$ cat src/rtl/fetch_ctrl.sv
// Instruction-fetch sequencer: owns the fetch PC, keeps one imem request in flight,
// and hands instructions to decode through a valid/stall port backed by a one-entry skid.
`timescale 1ns/1ps
module fetch_ctrl #(
  parameter int unsigned            PC_WIDTH = 32,
  parameter logic [PC_WIDTH-1:0]    RESET_PC = '0
) (
  input  logic                clk,
  input  logic                rst,
  input  logic                redirect,
  input  logic [PC_WIDTH-1:0] redirect_target,
  input  logic                stall,
  output logic                imem_req,
  output logic [PC_WIDTH-1:0] imem_addr,
  input  logic                imem_gnt,
  input  logic                imem_rvalid,
  input  logic [31:0]         imem_rdata,
  output logic [PC_WIDTH-1:0] pc,
  output logic                instr_valid,
  output logic [31:0]         instr,
  output logic [PC_WIDTH-1:0] instr_pc,
  output logic [PC_WIDTH-1:0] PC_Plus
);

  typedef enum logic [2:0] {S_IDLE, S_REQ, S_WAIT, S_FLUSH, S_HOLD} state_t;

  state_t              state, state_n;
  logic [PC_WIDTH-1:0] pc_n, instr_pc_n, skid_pc, skid_pc_n, target;
  logic                instr_valid_n, skid_valid, skid_valid_n, out_free;
  logic [31:0]         instr_n, skid_data, skid_data_n;

  assign target    = redirect_target & ~PC_WIDTH'(3);
  assign out_free  = !instr_valid || !stall;
  assign imem_req  = (state == S_REQ);
  assign imem_addr = pc;
  assign PC_Plus   = instr_pc + PC_WIDTH'(4);

  always_ff @(posedge clk) begin
    if (rst) begin
      state       <= S_IDLE;
      pc          <= RESET_PC;
      instr_valid <= 1'b0;
      instr       <= '0;
      instr_pc    <= '0;
      skid_valid  <= 1'b0;
      skid_data   <= '0;
      skid_pc     <= '0;
    end else begin
      state       <= state_n;
      pc          <= pc_n;
      instr_valid <= instr_valid_n;
      instr       <= instr_n;
      instr_pc    <= instr_pc_n;
      skid_valid  <= skid_valid_n;
      skid_data   <= skid_data_n;
      skid_pc     <= skid_pc_n;
    end
  end

  always_comb begin
    state_n       = state;
    pc_n          = pc;
    instr_valid_n = instr_valid;
    instr_n       = instr;
    instr_pc_n    = instr_pc;
    skid_valid_n  = skid_valid;
    skid_data_n   = skid_data;
    skid_pc_n     = skid_pc;

    if (instr_valid && !stall)
      instr_valid_n = 1'b0;

    case (state)
      S_IDLE: begin
        state_n = S_REQ;
        if (redirect) pc_n = target;
      end
      S_REQ: begin
        if (redirect) begin
          pc_n    = target;
          state_n = imem_gnt ? S_FLUSH : S_REQ;
        end else if (imem_gnt) begin
          state_n = S_WAIT;
        end
      end
      S_WAIT: begin
        if (redirect) begin
          pc_n    = target;
          state_n = imem_rvalid ? S_REQ : S_FLUSH;
        end else if (imem_rvalid) begin
          pc_n = pc + PC_WIDTH'(4);
          if (out_free) begin
            instr_valid_n = 1'b1;
            instr_n       = imem_rdata;
            instr_pc_n    = pc;
            state_n       = S_REQ;
          end else begin
            skid_valid_n = 1'b1;
            skid_data_n  = imem_rdata;
            skid_pc_n    = pc;
            state_n      = S_HOLD;
          end
        end
      end
      S_FLUSH: begin
        if (redirect)    pc_n    = target;
        if (imem_rvalid) state_n = S_REQ;
      end
      S_HOLD: begin
        if (redirect) begin
          pc_n    = target;
          state_n = S_REQ;
        end else if (!stall) begin
          instr_valid_n = 1'b1;
          instr_n       = skid_data;
          instr_pc_n    = skid_pc;
          skid_valid_n  = 1'b0;
          state_n       = S_REQ;
        end
      end
      default: state_n = S_IDLE;
    endcase

    // Output and skid hold instructions younger than the redirecting one; kill them last so this wins.
    if (redirect) begin
      instr_valid_n = 1'b0;
      skid_valid_n  = 1'b0;
    end
  end

endmodule

$ cat config.mk
export PLATFORM = sky130hd
export DESIGN_NAME = fetch_ctrl
export DESIGN_NICKNAME = d
export VERILOG_FILES = /design/src/rtl/fetch_ctrl.sv
export SDC_FILE = /design/constraint.sdc
export NUM_CORES = 1
export LEC_CHECK = 0
export ABC_AREA = 1
export BUFFER_PORTS_ARGS = -buffer_cell sky130_fd_sc_hd__buf_2
export CAP_MARGIN = 20
export CORE_ASPECT_RATIO = 1.5
export CORE_MARGIN = 2
export CORE_UTILIZATION = 25
export DETAILED_ROUTE_END_ITERATION = 12
export MAX_ROUTING_LAYER = met4
export REMOVE_ABC_BUFFERS = 1
export SKIP_LAST_GASP = 1
export SLEW_MARGIN = 20
export SYNTH_ARGS = -nofsm -noshare
export SYNTH_HDL_FRONTEND = slang
export SYNTH_SLANG_ARGS = --single-unit
$ cat constraint.sdc
create_clock -name clk -period 1.55 [get_ports clk]
set_input_delay 0.0775 -clock clk [delete_from_list [all_inputs] [get_ports clk]]
set_output_delay 0.0775 -clock clk [all_outputs]
set_load 0.01 [all_outputs]
# Word-level counts from Yosys, hierarchy flattened
# Index checks and enable logic that the tools add are counted.
dict set report word_totals {
  mem_count 0
  mem_bits_ro 0
  out_inout_bits 162
  ram_bits 0
  latch_bits 0
  elab_cells 70
  ff_bits 164
}
dict set report op_classes {
  multipliers 0
  n_div 0
  shift 0
  order_cmp 0
  bitwise_logic 2
  muxes 32
  n_reduce_logical 13
  eq_ne 14
  addsub 2
}
# op count
set op_table {}
lappend op_table {{$mux 32} 13}
lappend op_table {{$pmux 32 s2} 3}
lappend op_table {{$add 32x3->32 const B} 2}
lappend op_table {{$mux 3} 8}
lappend op_table {{$pmux 3 s5} 1}
lappend op_table {{$ne 2x2->1 const B} 6}
lappend op_table {{$reduce_and 4->1} 2}
lappend op_table {{$eq 3x2->1 const B} 2}
lappend op_table {{$ne 3x3->1 const B} 2}
lappend op_table {{$reduce_and 6->1} 1}
lappend op_table {{$mux 1} 4}
lappend op_table {{$mux 2} 2}
lappend op_table {{$reduce_bool 2->1} 2}
lappend op_table {{$reduce_or 4->1} 1}
lappend op_table {{$eq 3x1->1 const B} 1}
lappend op_table {{$eq 3x3->1 const B} 1}
lappend op_table {{$logic_not 3->1} 1}
lappend op_table {{$ne 3x2->1 const B} 1}
lappend op_table {{$reduce_and 3->1} 1}
lappend op_table {{$logic_not 1->1} 2}
lappend op_table {{$ne 2x1->1 const B} 1}
lappend op_table {{$not 1->1} 2}
lappend op_table {{$pmux 1 s2} 1}
lappend op_table {{$reduce_or 2->1} 1}
lappend op_table {{2 further kinds} 2}

# Logic depth before layout (Yosys ltp)
# Gate-level depths: netlist of run 1.
dict set report depth {
  ltp_word 6
  depth_mapped 10
  ltp_nobuf 10
}

# Worst setup path after synthesis of run 1
# OpenSTA, ideal clock, no wires.
dict set report synth_path {
  path_kind {reg2out}
  start {register instr_pc[4]}
  end {output PC_Plus[23]}
  path_buffers 0
  arrival_time_ns 1.508
  path_stages_with_launch 7
  path_slack_ns -0.035
  required_ns 1.472
  path_cell_list {dfxtp_1 > nand3_1 > nor3_4 > nand4_1 > nor2_1 > nand2_1 > xnor2_1}
}
dict set report synth_via {
  elab_chain_cells 1
}
# item line
set synth_lines {}
lappend synth_lines {{start, declared} 21} ;# output logic [PC_WIDTH-1:0] instr_pc,
lappend synth_lines {{start signal, assigned} 53} ;# instr_pc <= instr_pc_n;
lappend synth_lines {{$add 32x3->32} 36} ;# assign PC_Plus = instr_pc + PC_WIDTH'(4);
lappend synth_lines {{end, declared} 22} ;# output logic [PC_WIDTH-1:0] PC_Plus
# Every way passes these cells.

# Worst setup path in the final report of run 1
dict set report layout_path {
  start {register instr_pc[6]}
  end {output PC_Plus[23]}
}
# Same word-level chain as after synthesis.

==> results.json, run 1 <==
{
  "outcome": "finished with violations",
  "violations": "setup timing",
  "drc": 0,
  "cts_tree": "yes",
  "yosysTopAreaCellShare_pct": 36.88,
  "power_frac_seq_pct": 35.0,
  "drive_gt1_share_pct": 47.37,
  "synth_edf_count": 0,
  "final-hold-violation-count": 0,
  "drtAntennaViolNets": 0,
  "dpl-instance-area_mm2": 0.01086,
  "io_buffers": 221,
  "grt_max_degree": 67,
  "die-width_um": 155.2,
  "antenna_cells": 0,
  "powerDensity_mw_per_mm2": 879.7,
  "gp_congestion": 0.8863,
  "numCtsBuffers": 17,
  "yosys_most_used_dff": "dfxtp_1",
  "core_area_mm2": 0.03406,
  "cts_sinks": 158,
  "clk_path_buf_depth": 2,
  "min_path_type": "in -> reg",
  "timing.rr.end": "imem_addr[14]",
  "fin_crit_ps": 2069,
  "drtPass1Iterations": 5,
  "period_share_pct": 133.5,
  "r2r-start": "state[0]",
  "fin_area_mm2": 0.01506,
  "drt_iter0_drc": 695,
  "layout_setup_ws_ps": -518.7,
  "cp_max_fo": 3,
  "die_area_mm2": 0.03583,
  "crit_start": "instr_pc[6]",
  "p_int_w": 0.008941,
  "grt_pass1_vias": 9806,
  "grt_use_total_pct": 19.97,
  "clk_latency_ps": 450,
  "cts_max_level": 4,
  "vias": 10570,
  "setup_viol": 114,
  "fillCellCount": 3335,
  "arrival_ps": 1990,
  "syn-cell-area_mm2": 0.008576,
  "rows": 83,
  "fmax_ghz": 0.4834,
  "root_buffer": "clkbuf_16",
  "p_leak_nw": 6.728,
  "yosysWarnings": 0,
  "overflow": 0,
  "cp-start-kind": "flip-flop",
  "whs_ps": 10.93,
  "min-delay-start": "redirect_target[25]",
  "critical_path.endpoint": "PC_Plus[23]",
  "reg2reg_slack_ps": -130,
  "ys_seq_area_share_pct": 36.88,
  "dieHeight_um": 230.8,
  "yosys.area.top_type": "dfxtp_1",
  "drv_cap": 0,
  "sw_frac_of_total_pct": 32.49,
  "multi_input_area_mm2": 0.005823,
  "synth.top_cells.by_area": "dfxtp_1 (37%), nand2_1 (12%), nor2_1 (8.4%)",
  "crit_type": "reg -> out",
  "ys_ff_latch": 158,
  "finalWirelength_um": 38020,
  "post_synth_inst_count": 1317,
  "ys_types": 32,
  "p_clk_share_pct": 34.5,
  "finalClockSkew_ps": 10.85,
  "syn2layout_area_growth_pct": 75.56,
  "ff2ff_path_depth": 12,
  "power.switching_w": 0.004303,
  "synthArstFlopShare_pct": 0,
  "rsz0062_at_grt": "yes",
  "ir_drop_v": 0.0006794,
  "cp-end-kind": "primary output",
  "stdcell_count": 2171,
  "place_inst": 1999,
  "p_comb_share_pct": 30.5,
  "wire_per_inst_um": 17.51,
  "finalNetCount": 1806,
  "via_per_inst": 4.868,
  "io-pin-count": 232,
  "drv_slew": 0,
  "path_clk_slew_ps": 70,
  "syn_avg_cell_area_um2": 6.512,
  "final-seq-area_mm2": 0.003228,
  "required_ps": 1470,
  "dpl.hpwl_um": 22430,
  "antenna_found_initial": 0,
  "initial_core_util_pct": 25.18,
  "grt_pass1_wl_um": 53900
}
==> flip-flops by register name, indices dropped and copies added, names as in the netlist <==
signal / count
instr: 32
skid_data: 32
imem_addr: 30
instr_pc: 30
skid_pc: 30
state: 3
instr_valid: 1
==> worst max-delay path, cell delays in order (launching register included) <==
cell	delay, ps
dfxtp_1	340
inv_1	80
nor3_4	260
nand4_1	230
nor2_2	210
nand2_1	110
xnor2_1	150
buf_2	150
==> cells in the final DEF, fill, tap and decap left out, types with 5 or more instances in the layout <==
| cell | count |
|---|---|
| buf_2 | 217 |
| buf_8 | 5 |
| o21ai_2 | 98 |
| dfxtp_4 | 10 |
| nand3_4 | 5 |
| dfxtp_2 | 22 |
| nand3_2 | 12 |
| xor2_1 | 21 |
| nor2_4 | 35 |
| a21oi_1 | 66 |
| nand2_2 | 22 |
| o21ai_4 | 5 |
| nor3_4 | 16 |
| inv_1 | 100 |
| xnor2_1 | 10 |
| nand3_1 | 35 |
| nor2_2 | 25 |
| conb_1 | 8 |
| nand4_1 | 12 |
| nor3_1 | 24 |
| nor2_1 | 138 |
| dlygate4sd3_1 | 49 |
| o21ai_0 | 76 |
| buf_12 | 25 |
| a21oi_2 | 21 |
| inv_2 | 8 |
| nand2_1 | 231 |
| dfxtp_1 | 126 |
| o21ai_1 | 17 |
| nand2_4 | 13 |
| clkbuf_16 | 25 |
| buf_6 | 50 |
| nor3_2 | 34 |
| buf_16 | 17 |
| inv_4 | 5 |
| buf_4 | 131 |
==> Yosys cell counts (all sizes together) (2+ instances only) <==
| master | n |
|---|---|
| inv | 115 |
| nor2 | 199 |
| nand3 | 52 |
| nor3 | 74 |
| ha | 2 |
| buf | 72 |
| nand2 | 266 |
| xor2 | 21 |
| a211oi | 2 |
| mux2i | 2 |
| clkbuf | 41 |
| dfxtp | 158 |
| xnor2 | 13 |
| nand4 | 12 |
| a21oi | 87 |
| o21ai | 196 |
==> power groups by stage <==
stage	clock network, W	logic (W)	registers (W)
finish	0.00457	0.00404	0.00463
global placement	0	0.00269	0.00464
floorplan	0	0.00102	0.00488
CTS	0.00467	0.00365	0.00460
detailed placement	0	0.00272	0.00465
global route	0.00482	0.00433	0.00466
==> worst min-delay path by stage <==
stage,cells past startpoint,slack (ps),endpoint
3_5_place_dp,3,340,imem_addr[2]
5_1_grt,3,2,instr_valid
3_3_place_gp,3,330,imem_addr[2]
6_report,5,10,imem_addr[25]
4_1_cts,5,0.4,imem_addr[25]
2_1_floorplan,1,150,imem_addr[11]
==> final cells by class <==
type,instances,share of cell area (%)
multi-input cells,938,38.68
inverters,115,2.983
well taps,425,3.532
clock inverters,12,1.222
flip-flops and latches,158,21.44
clock buffers,19,2.875
repair buffers,503,29.22
repair inverters,1,0.04986
==> metal layers <==
layer	GRT usage [%]	wire length, um
met5	-	0
met4	10.87	2246
met3	2.722	1576
met2	35.11	19900
met1	21.65	14300
==> repair_timing <==
action	4_1_cts	5_1_grt
hold buffers	49	0
hold endpoints to repair	69	0
pin swaps	63	126
buffers inserted	41	26
gates resized for setup	236	329
endpoints found under the setup margin	118	176
gates cloned	21	15
==> per-stage QoR <==
| step | setup WS [ps] | total power (W) | TNS [ps] | utilization (%) |
|---|---|---|---|---|
| 2_1_floorplan | -2399 | 0.005904 | -274700 | - |
| 3_3_place_gp | -213.7 | 0.007336 | -6749 | 31.88 |
| 3_5_place_dp | -264.4 | 0.007371 | -9678 | 31.88 |
| 4_1_cts | -562.6 | 0.01292 | -16180 | 40.10 |
| 5_1_grt | -626.6 | 0.01381 | -26020 | 44.20 |
| 6_report | -518.7 | 0.01324 | -15490 | 44.20 |
==> logic make-up (layout without fill, tap and decap cells) <==
| logic type | after synthesis | after routing | synth area share (%) |
|---|---|---|---|
| and+or+nand+nor | 603 | 603 | 29.40 |
| DFF | 158 | 158 | 36.88 |
| xor gates and xnor gates | 34 | 34 | 3.472 |
| AOI/OAI and AO/OA | 289 | 289 | 17.11 |
| buffers and inverters | 228 | 650 | 12.56 |
| other | 1 | 8 | 0.04373 |
| muxes | 2 | 2 | 0.2334 |
| adders and majority gates | 2 | 2 | 0.2918 |
(Power assumes the default switching activity.)
==> run 2, diff against run 1 <==
--- a/config.mk
+++ b/config.mk
@@ -13,6 +13,7 @@
 export CORE_UTILIZATION = 25
 export DETAILED_ROUTE_END_ITERATION = 12
 export MAX_ROUTING_LAYER = met4
+export RECOVER_POWER = 25
 export REMOVE_ABC_BUFFERS = 1
 export SKIP_LAST_GASP = 1
 export SLEW_MARGIN = 20
==> results.json, run 2 (synthesized netlist as in run 1, its figures left out) <==
{
  "numCtsBuffers": 17,
  "hold_end": "imem_addr[25]",
  "cp_num_buf_inv": 2,
  "wire_per_inst_um": 17.53,
  "finalNetCount": 1806,
  "period_share_pct": 134.2,
  "path_clk_slew_ps": 70,
  "dpl.hpwl_um": 22430,
  "drv_cap": 0,
  "grt_max_degree": 67,
  "cp_max_fo": 3,
  "place_inst": 1999,
  "rsz0062_at_grt": "yes",
  "final-hold-violation-count": 0,
  "sw_frac_of_total_pct": 32.58,
  "io-pin-count": 232,
  "fmax_ghz": 0.4808,
  "violations": "setup timing",
  "finalWirelength_um": 38060,
  "timing.rr.end": "instr[10]",
  "r2r-start": "state[2]",
  "cts_tree": "yes",
  "layout_setup_ws_ps": -529.7,
  "min_delay_path_depth": 5,
  "dieHeight_um": 230.8,
  "final_cell_mix": "nand2_1 (231), buf_2 (184), nor2_1 (138), buf_4 (131), dfxtp_1 (127)",
  "crit_type": "reg -> out",
  "initial_core_util_pct": 25.18,
  "reg2reg_slack_ps": -130,
  "power.switching_w": 0.004309,
  "drive_gt1_share_pct": 45.42,
  "gp_congestion": 0.8863,
  "fillCellCount": 3355,
  "outcome": "finished with violations",
  "grt_use_total_pct": 19.97,
  "antenna_cells": 0,
  "rows": 83,
  "grt_pass1_vias": 9806,
  "worst_path_largest_cell_delay_ps": 340,
  "p_int_w": 0.008918,
  "p_comb_share_pct": 30.4,
  "drtPass1Iterations": 5,
  "arrival_ps": 2000,
  "p_leak_nw": 6.590,
  "root_buffer": "clkbuf_16",
  "core_area_mm2": 0.03406,
  "setup_viol": 116,
  "syn2layout_area_growth_pct": 75.07,
  "antenna_found_initial": 0,
  "ff2ff_path_depth": 10,
  "fin_crit_ps": 2080,
  "powerDensity_mw_per_mm2": 881.0,
  "clk_path_buf_depth": 2,
  "die_area_mm2": 0.03583,
  "cts_max_level": 4,
  "drv_slew": 0,
  "crit_chain": "inv_1 -> nor3_4 -> nand4_1 -> nor2_2 -> nand2_1 -> xnor2_1 -> buf_2",
  "io_buffers": 221,
  "drtAntennaViolNets": 0,
  "via_per_inst": 4.877,
  "min-delay-start": "redirect_target[25]",
  "ir_drop_v": 0.0006810,
  "vias": 10590,
  "required_ps": 1470,
  "p_clk_share_pct": 34.6,
  "power_frac_seq_pct": 35.0,
  "overflow": 0,
  "cp-end-kind": "primary output",
  "crit_start": "instr_pc[6]",
  "slowest_stage": "dfxtp_1",
  "cp-start-kind": "flip-flop",
  "grt_pass1_wl_um": 53900,
  "stdcell_count": 2171,
  "utilization_pct": 44.08,
  "clk_latency_ps": 450,
  "drc": 0,
  "cts_sinks": 158,
  "mostFrequentLayoutCell": "nand2_1",
  "die-width_um": 155.2,
  "finalClockSkew_ps": 10.51,
  "critical-path-top-delay-family": "simple AND/OR/NAND/NOR gates",
  "min_path_type": "in -> reg",
  "top_regs": "instr: 32 flops, skid_data: 32 flops",
  "whs_ps": 11.39,
  "drt_iter0_drc": 645
}
==> run 2: cell count changes in the layout (fill, tap and decap cells not counted), sizes merged <==
cell	before	now
buf	445	412
clkbuf	27	60
==> run 2: how the worst max path moves through the flow <==
stage,to,slack (ps),cells after the start
final,PC_Plus[23],-530,7
after global routing,PC_Plus[23],-630,7
after CTS,PC_Plus[23],-560,7
after detailed placement,PC_Plus[23],-260,7
after global placement,PC_Plus[23],-210,7
after floorplan,instr[0],-2400,8
==> run 2: worst register-to-register path, cell delays in order, from the launching register on <==
cell and delay, ps:
dfxtp_4 360, buf_6 120, nor2_4 140, nand2_2 90, nand2_2 90, nand3_4 120
nor2_8 200, buf_8 160, buf_12 150, o21ai_2 60, nor2_1 130
==> run 2: power groups by stage <==
| stage | registers [W] | logic, W | clock network [W] |
|---|---|---|---|
| floorplan | 0.00488 | 0.00102 | 0 |
| global placement | 0.00464 | 0.00269 | 0 |
| detailed placement | 0.00465 | 0.00272 | 0 |
| CTS | 0.00460 | 0.00365 | 0.00467 |
| global route | 0.00466 | 0.00431 | 0.00482 |
| finish | 0.00463 | 0.00402 | 0.00457 |
==> run 2: final cells by class <==
class | count | area (um2) | area share, %
multi-input cells | 938 | 5823 | 38.79
inverters | 115 | 449.2 | 2.992
repair inverters | 1 | 7.507 | 0.05000
clock buffers | 19 | 432.9 | 2.884
flip-flops and latches | 158 | 3227 | 21.49
well taps | 425 | 531.8 | 3.542
repair buffers | 503 | 4358 | 29.03
clock inverters | 12 | 183.9 | 1.225
==> run 2: per-layer routing <==
layer	track usage (%)	vias to the layer above	part of all wire (%)
met4	10.87	0	5.8
li1	-	5080	-
met5	-	-	0
met2	35.11	374	52
met3	2.722	112	4.2
met1	21.65	5022	38
==> run 2: repair_timing <==
| action | 4_1_cts | 5_1_grt |
|---|---|---|
| pin swaps | 63 | 126 |
| setup buffers | 41 | 26 |
| endpoints found under the hold margin | 69 | 0 |
| hold buffers | 49 | 0 |
| gates resized for setup | 236 | 329 |
| cloned | 21 | 15 |
| setup endpoints to repair | 118 | 176 |
==> run 2: metrics by stage <==
stage | cell area [um2] | power [W] | setup TNS, ps | setup slack, ps
6_report | 15010 | 0.01323 | -15550 | -529.7
5_1_grt | 15010 | 0.01379 | -26070 | -626.6
4_1_cts | 13660 | 0.01292 | -16180 | -562.6
3_5_place_dp | 10860 | 0.007371 | -9678 | -264.4
3_3_place_gp | 10860 | 0.007336 | -6749 | -213.7
2_1_floorplan | 7956 | 0.005904 | -274700 | -2399
==> run 3, diff against run 2 <==
--- a/config.mk
+++ b/config.mk
@@ -5,7 +5,6 @@
 export SDC_FILE = /design/constraint.sdc
 export NUM_CORES = 1
 export LEC_CHECK = 0
-export ABC_AREA = 1
 export BUFFER_PORTS_ARGS = -buffer_cell sky130_fd_sc_hd__buf_2
 export CAP_MARGIN = 20
 export CORE_ASPECT_RATIO = 1.5
@@ -15,6 +14,7 @@
 export MAX_ROUTING_LAYER = met4
 export RECOVER_POWER = 25
 export REMOVE_ABC_BUFFERS = 1
+export SKIP_CTS_REPAIR_TIMING = 1
 export SKIP_LAST_GASP = 1
 export SLEW_MARGIN = 20
 export SYNTH_ARGS = -nofsm -noshare
==> constraint.sdc (replaced) <==
create_clock -name clk -period 2.5 [get_ports clk]
set_input_delay 0.125 -clock clk [delete_from_list [all_inputs] [get_ports clk]]
set_output_delay 0.125 -clock clk [all_outputs]
set_load 0.01 [all_outputs]
==> results.json, run 3 <==
{
  "min_path_type": "in -> reg",
  "rsz0062_at_grt": "no",
  "fin_crit_ps": 2351,
  "fmax_ghz": 0.4253,
  "drtAntennaViolNets": 0,
  "place_inst": 1526,
  "cts_tree": "yes",
  "ys_seq_area_share_pct": 40.29,
  "outcome": "finished with violations",
  "yosys.area.top_type": "dfxtp_1",
  "rows": 79,
  "path_clk_slew_ps": 60,
  "p_total_w": 0.005930,
  "post_synth_inst_count": 966,
  "core_area_mm2": 0.03094,
  "cts_max_level": 4,
  "fin_area_mm2": 0.01024,
  "p_clk_share_pct": 42.6,
  "crit_chain": "and4_1 -> nand3_2 -> nor3_2 -> buf_4 -> nand4_1 -> xnor2_1 -> buf_2",
  "drv_slew": 0,
  "required_ps": 2380,
  "clk_latency_ps": 440,
  "yosysWarnings": 0,
  "finalClockSkew_ps": 8.417,
  "overflow": 0,
  "drc": 0,
  "whs_ps": -0.1119,
  "antenna_found_initial": 0,
  "min_delay_path_depth": 3,
  "io_buffers": 221,
  "ys_ff_latch": 158,
  "yosys_most_used_dff": "dfxtp_1",
  "via_per_inst": 4.692,
  "synth_edf_count": 0,
  "yosysTopAreaCellShare_pct": 40.29,
  "powerDensity_mw_per_mm2": 579.4,
  "initial_core_util_pct": 25.37,
  "cp-start-kind": "flip-flop",
  "ys_types": 63,
  "mostFrequentLayoutCell": "nand2_1",
  "dieHeight_um": 221.0,
  "crit_type": "reg -> out",
  "root_buffer": "clkbuf_16",
  "ff2ff_path_depth": 6,
  "yosysMostFrequentCell": "nand2_1",
  "cp-end-kind": "primary output",
  "final-hold-violation-count": 1,
  "p_int_w": 0.004364,
  "drive_gt1_share_pct": 20.24,
  "numCtsBuffers": 17,
  "dpl.hpwl_um": 16890,
  "io-pin-count": 232,
  "worst_path_largest_cell_delay_ps": 380,
  "sw_frac_of_total_pct": 26.41,
  "antenna_cells": 0,
  "yosys-top-cells-count": "nand2_1 (165), dfxtp_1 (158), a21oi_1 (91)",
  "slowest_stage": "dfxtp_2",
  "syn2layout_area_growth_pct": 30.40,
  "finalWirelength_um": 24240,
  "grt_pass1_wl_um": 37330,
  "crit_start": "instr_pc[8]",
  "arrival_ps": 2230,
  "gp_congestion": 0.8120,
  "drv_cap": 0,
  "violations": "hold timing",
  "cp.depth": 7,
  "relSlewSlack_pct": 41.00,
  "drtPass1Iterations": 6,
  "worst_slew_pin_slew_ps": 882.8,
  "top_regs": "instr: 32 flops, skid_data: 32 flops",
  "cts_sinks": 158,
  "die-width_um": 148.7,
  "synth.top_cells.by_area": "dfxtp_1 (40%), mux2i_1 (7.9%), nand2_1 (7.9%)",
  "period_share_pct": 94.05,
  "cp_num_buf_inv": 2,
  "drt_iter0_drc": 498,
  "setup_viol": 0,
  "critical_path.endpoint": "PC_Plus[30]",
  "grt_max_degree": 94,
  "fillCellCount": 3273,
  "power_frac_seq_pct": 45.8,
  "cp_max_fo": 8,
  "stdcell_count": 1596,
  "syn-cell-area_mm2": 0.007850,
  "final_cell_mix": "nand2_1 (165), dfxtp_1 (155), buf_2 (152), a21oi_1 (91), nor2_1 (80)",
  "p_comb_share_pct": 11.6,
  "power.switching_w": 0.001566,
  "clk_path_buf_depth": 2,
  "ir_drop_v": 0.0004243,
  "reg2reg_slack_ps": 340,
  "wire_per_inst_um": 15.19,
  "critical-path-top-delay-family": "simple AND/OR/NAND/NOR gates",
  "p_leak_nw": 3.610,
  "finalNetCount": 1250,
  "grt_use_total_pct": 14.84,
  "die_area_mm2": 0.03286,
  "grt_pass1_vias": 6851,
  "syn_avg_cell_area_um2": 8.126,
  "synthArstFlopShare_pct": 0,
  "dpl-instance-area_mm2": 0.009385,
  "r2r-start": "imem_addr[2]",
  "vias": 7488,
  "timing.rr.end": "imem_addr[26]"
}
run 3: cells by family (layout without fill, tap and decap cells):
| group | count (synthesis) | in the layout | synth area share, % |
|---|---|---|---|
| AOI/OAI and AO/OA | 225 | 225 | 18.65 |
| xor gates and xnor gates | 28 | 28 | 3.124 |
| adders and majority gates | 2 | 2 | 0.3187 |
| buffers and inverters | 124 | 342 | 8.288 |
| DFF | 158 | 158 | 40.29 |
| muxes | 62 | 62 | 7.906 |
| other | 1 | 8 | 0.04777 |
| and+or+nand+nor | 366 | 366 | 21.37 |
run 3: final cells by class:
| type | count | area [um2] | area share (%) |
|---|---|---|---|
| multi-input cells | 691 | 4118 | 40.23 |
| clock inverters | 10 | 87.58 | 0.8556 |
| flip-flops and latches | 158 | 3167 | 30.94 |
| well taps | 405 | 506.7 | 4.950 |
| inverters | 10 | 37.54 | 0.3667 |
| clock buffers | 22 | 484.2 | 4.730 |
| repair buffers | 300 | 1836 | 17.93 |
run 3: worst min path at each step:
stage	slack (ps)	from	endpoint
after CTS	-110	imem_rdata[0]	skid_data[0]
after floorplan	190	rst	imem_addr[23]
final	-0.1	redirect_target[19]	imem_addr[19]
after detailed placement	380	imem_rdata[5]	skid_data[5]
after global placement	380	imem_rdata[30]	skid_data[30]
after global routing	8	redirect_target[23]	imem_addr[23]
run 3: stage by stage:
stage / util, % / setup TNS [ps] / hold WS [ps] / setup slack, ps
finish: 33.09 / 0 / -0.1119 / 148.6
global route: 33.09 / 0 / 8.323 / 8.527
CTS: 32.18 / -71.26 / -105.6 / -58.74
detailed placement: 30.34 / 0 / 381.0 / 366.0
global placement: 30.34 / 0 / 378.3 / 417.8
floorplan: - / -425140 / 188.3 / -5838
run 3: layer usage:
layer	up-vias	share of wire, %	global-route usage [%]	wire, um
li1	3795	-	-	-
met4	0	2.6	6.452	620
met5	-	0	-	0
met1	3498	42	16.57	10300
met3	33	3.6	2.598	870
met2	162	51	25.75	12450
run 3: worst reg2reg max path, delay by kind of cell, from the launching register on:
kind	cells	cell delay [ps]
simple gates	3	660
buf+inv	1	230
compound gates	1	390
fa+ha+maj	1	280
flops	1	490
run 3: power groups by stage:
stage,Combinational (W),Clock [W],Sequential (W)
after CTS,0.000665,0.00260,0.00272
final,0.000691,0.00252,0.00272
after global routing,0.000757,0.00270,0.00273
after global placement,0.000657,0,0.00277
after detailed placement,0.000663,0,0.00277
after floorplan,0.000253,0,0.00280
